$ cat config.mk
export PLATFORM = sky130hd
export DESIGN_NAME = fp_mult_pipe
export DESIGN_NICKNAME = d
export VERILOG_FILES = /design/src/rtl/fp_mult_pipe.sv
export SDC_FILE = /design/constraint.sdc
export NUM_CORES = 1
export LEC_CHECK = 0
export CAP_MARGIN = 20
export CORE_UTILIZATION = 66
export CTS_BUF_LIST = sky130_fd_sc_hd__clkbuf_16
export DETAILED_ROUTE_END_ITERATION = 8
export DONT_BUFFER_PORTS = 1
export HOLD_SLACK_MARGIN = 0.06
export PLACE_DENSITY = 0.82
export SYNTH_ARGS = -nofsm -noshare
export SYNTH_HDL_FRONTEND = slang
export SYNTH_SLANG_ARGS = --single-unit
$ cat constraint.sdc
create_clock -name clk -period 7.15 [get_ports clk]
set_clock_uncertainty 0.05 [all_clocks]
set_input_delay 2.145 -clock clk [delete_from_list [all_inputs] [get_ports clk]]
set_output_delay 2.145 -clock clk [all_outputs]
set_load 0.02 [all_outputs]
$ cat src/rtl/fp_mult_pipe.sv
// fp_mult_pipe: 3-stage pipelined floating-point multiplier (float16 by default) with
// round-to-nearest-even, overflow saturation to Inf, flush-to-zero and NaN/Inf handling.
module fp_mult_pipe #(
    parameter int EXP_W = 5,
    parameter int MAN_W = 10
) (
    input  logic                     clk,
    input  logic                     rst_n,
    input  logic                     in_valid,
    output logic                     in_ready,
    input  logic [EXP_W+MAN_W:0]     in_a,
    input  logic [EXP_W+MAN_W:0]     in_b,
    output logic                     out_valid,
    input  logic                     out_ready,
    output logic [EXP_W+MAN_W:0]     out_data,
    output logic                     out_ovf,
    output logic                     out_udf,
    output logic                     out_inv
);
    localparam int W    = 1 + EXP_W + MAN_W;
    localparam int EW   = EXP_W + 2;
    localparam int SW   = MAN_W + 1;
    localparam int PW   = 2 * SW;
    localparam int BIAS = (2 ** (EXP_W - 1)) - 1;
    localparam logic [EXP_W-1:0]     EMAX   = {EXP_W{1'b1}};
    localparam logic signed [EW-1:0] BIAS_S = EW'(BIAS);
    localparam logic signed [EW-1:0] EMAX_S = {2'b00, EMAX};
    localparam logic signed [EW-1:0] ONE_S  = {{(EW-1){1'b0}}, 1'b1};
    localparam logic signed [EW-1:0] ZERO_S = {EW{1'b0}};
    localparam logic [W-1:0]         QNAN   = {1'b0, EMAX, 1'b1, {(MAN_W-1){1'b0}}};

    // Class vector bits: [3] NaN result, [2] Inf*0, [1] Inf operand, [0] zero operand
    logic                   advance_s;
    logic                   a_zero_s, b_zero_s, a_inf_s, b_inf_s, a_nan_s, b_nan_s, inv_s;
    logic [3:0]             cls_s;
    logic signed [EW-1:0]   e1_s;

    logic                   v1_r, v2_r;
    logic                   s1_sign_r, s2_sign_r;
    logic [3:0]             s1_cls_r, s2_cls_r;
    logic signed [EW-1:0]   s1_exp_r, s2_exp_r;
    logic [SW-1:0]          s1_ma_r, s1_mb_r;
    logic [PW-1:0]          s2_prod_r;

    logic [PW-2:0]          norm_s;
    logic signed [EW-1:0]   e_n_s, e_f_s;
    logic [MAN_W-1:0]       man_k_s, man_f_s;
    logic [MAN_W:0]         man_r_s;
    logic                   guard_s, sticky_s, rnd_s;
    logic [W-1:0]           res_data_s;
    logic                   res_ovf_s, res_udf_s, res_inv_s;

    assign advance_s = !out_valid || out_ready;
    assign in_ready  = advance_s;

    // Stage 1 combinational: classify operands and form the biased exponent sum
    always_comb begin
        a_zero_s = (in_a[W-2 -: EXP_W] == {EXP_W{1'b0}});
        b_zero_s = (in_b[W-2 -: EXP_W] == {EXP_W{1'b0}});
        a_inf_s  = (in_a[W-2 -: EXP_W] == EMAX) && (in_a[MAN_W-1:0] == {MAN_W{1'b0}});
        b_inf_s  = (in_b[W-2 -: EXP_W] == EMAX) && (in_b[MAN_W-1:0] == {MAN_W{1'b0}});
        a_nan_s  = (in_a[W-2 -: EXP_W] == EMAX) && (in_a[MAN_W-1:0] != {MAN_W{1'b0}});
        b_nan_s  = (in_b[W-2 -: EXP_W] == EMAX) && (in_b[MAN_W-1:0] != {MAN_W{1'b0}});
        inv_s    = (a_inf_s && b_zero_s) || (b_inf_s && a_zero_s);
        cls_s    = {a_nan_s || b_nan_s || inv_s, inv_s, a_inf_s || b_inf_s, a_zero_s || b_zero_s};
        e1_s     = $signed({2'b00, in_a[W-2 -: EXP_W]}) + $signed({2'b00, in_b[W-2 -: EXP_W]}) - BIAS_S;
    end

    // Stage 3 combinational: normalise, round to nearest-even, then apply result precedence
    always_comb begin
        if (s2_prod_r[PW-1]) begin
            norm_s = s2_prod_r[PW-2:0];
            e_n_s  = s2_exp_r + ONE_S;
        end else begin
            norm_s = {s2_prod_r[PW-3:0], 1'b0};
            e_n_s  = s2_exp_r;
        end
        man_k_s  = norm_s[PW-2 -: MAN_W];
        guard_s  = norm_s[PW-2-MAN_W];
        sticky_s = |norm_s[PW-3-MAN_W:0];
        rnd_s    = guard_s && (sticky_s || man_k_s[0]);
        man_r_s  = {1'b0, man_k_s} + {{MAN_W{1'b0}}, rnd_s};
        if (man_r_s[MAN_W]) begin
            man_f_s = {MAN_W{1'b0}};
            e_f_s   = e_n_s + ONE_S;
        end else begin
            man_f_s = man_r_s[MAN_W-1:0];
            e_f_s   = e_n_s;
        end
        res_ovf_s  = 1'b0;
        res_udf_s  = 1'b0;
        res_inv_s  = 1'b0;
        res_data_s = {W{1'b0}};
        if (s2_cls_r[3]) begin
            res_data_s = QNAN;
            res_inv_s  = s2_cls_r[2];
        end else if (s2_cls_r[1]) begin
            res_data_s = {s2_sign_r, EMAX, {MAN_W{1'b0}}};
        end else if (s2_cls_r[0]) begin
            res_data_s = {s2_sign_r, {(EXP_W+MAN_W){1'b0}}};
        end else if (e_f_s >= EMAX_S) begin
            res_data_s = {s2_sign_r, EMAX, {MAN_W{1'b0}}};
            res_ovf_s  = 1'b1;
        end else if (e_f_s <= ZERO_S) begin
            res_data_s = {s2_sign_r, {(EXP_W+MAN_W){1'b0}}};
            res_udf_s  = 1'b1;
        end else begin
            res_data_s = {s2_sign_r, e_f_s[EXP_W-1:0], man_f_s};
        end
    end

    // Pipeline registers: every stage moves together on advance and holds otherwise
    always_ff @(posedge clk or negedge rst_n) begin
        if (!rst_n) begin
            v1_r      <= 1'b0;
            v2_r      <= 1'b0;
            out_valid <= 1'b0;
            s1_sign_r <= 1'b0;
            s1_cls_r  <= 4'b0000;
            s1_exp_r  <= ZERO_S;
            s1_ma_r   <= {SW{1'b0}};
            s1_mb_r   <= {SW{1'b0}};
            s2_sign_r <= 1'b0;
            s2_cls_r  <= 4'b0000;
            s2_exp_r  <= ZERO_S;
            s2_prod_r <= {PW{1'b0}};
            out_data  <= {W{1'b0}};
            out_ovf   <= 1'b0;
            out_udf   <= 1'b0;
            out_inv   <= 1'b0;
        end else if (advance_s) begin
            v1_r      <= in_valid;
            s1_sign_r <= in_a[W-1] ^ in_b[W-1];
            s1_cls_r  <= cls_s;
            s1_exp_r  <= e1_s;
            s1_ma_r   <= {1'b1, in_a[MAN_W-1:0]};
            s1_mb_r   <= {1'b1, in_b[MAN_W-1:0]};
            v2_r      <= v1_r;
            s2_sign_r <= s1_sign_r;
            s2_cls_r  <= s1_cls_r;
            s2_exp_r  <= s1_exp_r;
            s2_prod_r <= {{SW{1'b0}}, s1_ma_r} * {{SW{1'b0}}, s1_mb_r};
            out_valid <= v2_r;
            out_data  <= v2_r ? res_data_s : {W{1'b0}};
            out_ovf   <= v2_r && res_ovf_s;
            out_udf   <= v2_r && res_udf_s;
            out_inv   <= v2_r && res_inv_s;
        end
    end
endmodule

==> implementation parameters <==
Parameter                              Value

Detailed routing
  Number of iterations in the first detailed-routing pass ... 5
  Total wire length after detailed routing ... ~18 mm
  Average via count per standard cell ... 5.772
  Wire length per cell ... approximately 16 um
  Post-route ant nets ... 0
  Violation count after the first detailed-routing iteration ... around 480
  Total via count after detailed routing ... 6,580
  Drc violations ... 0

Floorplanning
  Starting utilization of the core area ... 68.27%
  Horiz. Die Dim ... roughly 120 um
  Number of top-level design ports ... 57
  Area of the core ... 0.01277 sq mm
  Total Die Area ... about 0.014 sq mm
  Height of the die ... 117.0 um
  Std-Cell Rows ... approximately 40

Setup path
  Startpoint Class ... register
  CP endpoint kind ... register
  Slowest cell on crit path ... sky130_fd_sc_hd__fa_1
  CP arrival ... ~6 ns
  Largest stage delay, worst path ... about 0.59 ns
  Setup crit start ... s1_mb_r[2]
  CP Class ... register to register
  Source of the worst register-to-register timing path ... s1_mb_r[2]
  Critical path data required time ... 7.34 ns
  Ordered list of cells on the worst path ... nand2_1, fa_1, fa_1, fa_1, inv_1, fa_1, inv_1, fa_1, inv_1, ha_1, a21oi_1, o21a_1, nor3b_1, a211oi_1, o31a_1, or3_1, a31o_2
  Crit Path Max Fanout ... 12
  Most used cell, CP ... sky130_fd_sc_hd__fa_1

Yosys
  Syn nets ... 1,192
  Post-synth EDFFs ... 0
  Seq cells post-synth ... 89
  Number of distinct library cell variants in the gate-level netlist after synthesis ... 64
  Syn avg cell area ... 8.703 sq um
  Portion of the post-synthesis area used by sequential elements ... 25.54%
  Yosys warns ... 0
  Post-synthesis instance total ... 1,002
  Synth Flop Type ... sky130_fd_sc_hd__dfrtp_1
  Mapped cell area ... between 0.008 and 0.009 sq mm
  Share of flip-flops with an asynchronous set or reset after synthesis ... 100.0%

GRT
  Wire length of the first global-routing pass ... about 29 mm
  Total grt overflow ... 0
  Combined global-route utilization of all metal layers ... 27.89%
  Vias in the first global route ... 6,218
  Number of antenna violations at the first check in global routing ... 0
  Largest net degree at the start of global routing ... 90

Place
  Placer Congestion ... ~0.86
  Cell Count Post-Placement ... ~1,100
  # port buffers ... 0
  Worst setup slack before clock tree synthesis ... roughly 1.5 ns
  HPWL reported at the end of detailed placement ... 13.26 mm

Timing
  Max-Slew Margin vs Limit ... roughly 44%
  Final Hold Fails ... 0
  RSZ-0062 raised after global routing ... false
  Period utilisation layout ... 80.97%
  Final number of max-transition violations ... 0
  Worst-case hold slack ... 0.4227 ns
  Max Clock Freq ... roughly 0.17 GHz
  Final count of negative-setup-slack endpoints ... 0
  Period minus WS final ... around 5.8 ns
  Final WS setup ... 1.361 ns
  Transition time of the tightest slew-check pin ... 0.8336 ns
  Setup Total Neg Slack ... 0 ns

Finish
  Area used by multi-input combinational logic ... 0.005827 sq mm
  Number of fill cells ... 962
  Area grow syn2layout ... 3.558%
  Ratio of cells with drive above 1 in the final layout ... 3.822%
  Register area ... 0.002227 sq mm
  Diode count ... 0
  Final net count ... 1,153
  Post-route non-filler standard cell count ... between 1,000 and 1,500

Clock network
  CTS Buf Count ... 9
  Post-CTS repair timing setup buffer count ... 0
  Number of hold buffers added after CTS ... 0
  Resized cells post-CTS ... 0
  Bufs on Longest Clock Path ... 2
  Worst-skew pair later-pin latency ... 0.35 ns
  Clock tree from TritonCTS ... yes
  Worst-path clk slew ... around 0.07 ns
  Root cell of the clock tree ... sky130_fd_sc_hd__clkbuf_16
  H-tree depth reported by CTS ... 3
  Clock net sink count ... slightly below 90

Hold path
  Worst Hold Class ... register to register
  Startpoint of the tightest hold check path ... s2_prod_r[2]

Run
  Count of max-cap constraint violations ... 0

Outcome
  Outcome ... finished clean
==> sequential cells by signal (all words and copies together) (netlist names) <==
name	count
s1_exp_r	7
v2_r	1
out_udf	1
out_ovf	1
out_data	16
out_valid	1
s2_sign_r	1
s1_mb_r	10
v1_r	1
s1_sign_r	1
s2_exp_r	7
s2_prod_r	22
s1_ma_r	11
s1_cls_r	4
s2_cls_r	4
out_inv	1
==> metal layers <==
layer	GRT usage, %	wire, um	vias to the layer above
met5	0	0	-
li1	-	-	3169
met1	40.46	8130	3183
met3	4.016	1173	19
met4	8.439	285	0
met2	43.71	8196	209
==> critical path, delay by kind of cell (launching register included) <==
family | cells | cell delay (ns)
simple gates | 3 | 0.87
flops | 1 | 0.55
buf+inv | 3 | 0.14
fa+ha+maj | 6 | 2.99
compound gates | 5 | 1.06
==> cell usage in the layout (no fill, tap or decap), drive strengths merged, types with 4 or more instances in the layout <==
cell	synthesis	routed
a21o	5	5
and2	67	67
o21a	4	4
o21ai	33	33
dfrtp	89	89
nor4	8	8
or3	5	5
o31ai	8	8
a211oi	6	6
inv	123	127
o41ai	6	6
nor3	6	6
nand3b	4	4
a21oi	32	32
clkbuf	43	9
o31a	4	4
xnor2	16	16
nand4	6	6
nor2b	4	4
o21bai	4	4
and3	5	5
a31oi	4	4
xor2	21	21
ha	73	73
fa	81	81
mux2	6	6
nand2	212	212
mux2i	11	11
nor2	36	36
nand3	21	21
nand2b	6	6
==> layout make-up <==
cell class | count | area share [%]
Clock buffer | 9 | 2.494
Clock inverter | 7 | 0.5819
Inverter | 123 | 5.112
Multi-Input combinational cell | 737 | 64.52
Sequential cell | 89 | 24.66
Tap cell | 172 | 2.383
Timing Repair Buffer | 3 | 0.2494
==> per-stage QoR <==
step | util [%] | cell area [sq um]
final | 70.70 | 9031
after global routing | 70.70 | 9031
after CTS | 70.70 | 9031
after detailed placement | 68.53 | 8753
after global placement | 68.53 | 8753
after floorplan | - | 8721
==> final timing paths <==
check	endpoint	slack (ns)	depth (start not counted)
min in group asynchronous	out_data[9]	1.43	0
min reg2reg	s2_prod_r[2]	0.42	2
max in group asynchronous	s1_ma_r[6]	5.44	0
max reg2reg	s2_prod_r[19]	1.36	17
min	s2_prod_r[2]	0.42	2
max	s2_prod_r[19]	1.36	17
==> cells by family (layout without fill, tap and decap cells) <==
group | count (synthesis) | after routing | share of synthesized area, %
xor gates and xnor gates | 37 | 37 | 3.716
adders and majority gates | 154 | 154 | 29.07
DFF | 89 | 89 | 25.54
muxes | 17 | 17 | 2.080
buffers and inverters | 176 | 142 | 7.733
AOI/OAI and AO/OA | 135 | 135 | 10.50
and+or+nand+nor | 394 | 394 | 21.36
==> cell usage after synthesis (8+ instances only) <==
cell,n,area (sq um)
sky130_fd_sc_hd__dfrtp_1,89,2227
sky130_fd_sc_hd__ha_1,73,913.4
sky130_fd_sc_hd__fa_1,81,1622
sky130_fd_sc_hd__xnor2_1,16,140.1
sky130_fd_sc_hd__clkbuf_1,43,161.4
sky130_fd_sc_hd__o31ai_1,8,60.06
sky130_fd_sc_hd__o21ai_0,27,135.1
sky130_fd_sc_hd__and2_1,67,419.2
sky130_fd_sc_hd__inv_1,123,461.7
sky130_fd_sc_hd__buf_2,8,40.04
sky130_fd_sc_hd__nand2_1,212,795.8
sky130_fd_sc_hd__xor2_1,21,183.9
sky130_fd_sc_hd__mux2i_1,11,110.1
sky130_fd_sc_hd__a21oi_1,32,160.2
sky130_fd_sc_hd__nor4_1,8,50.05
sky130_fd_sc_hd__nand3_1,21,105.1
sky130_fd_sc_hd__nor2_1,36,135.1
Power is not shown: default switching activity piles up to over one toggle a cycle in this logic, so the estimate is an artifact.
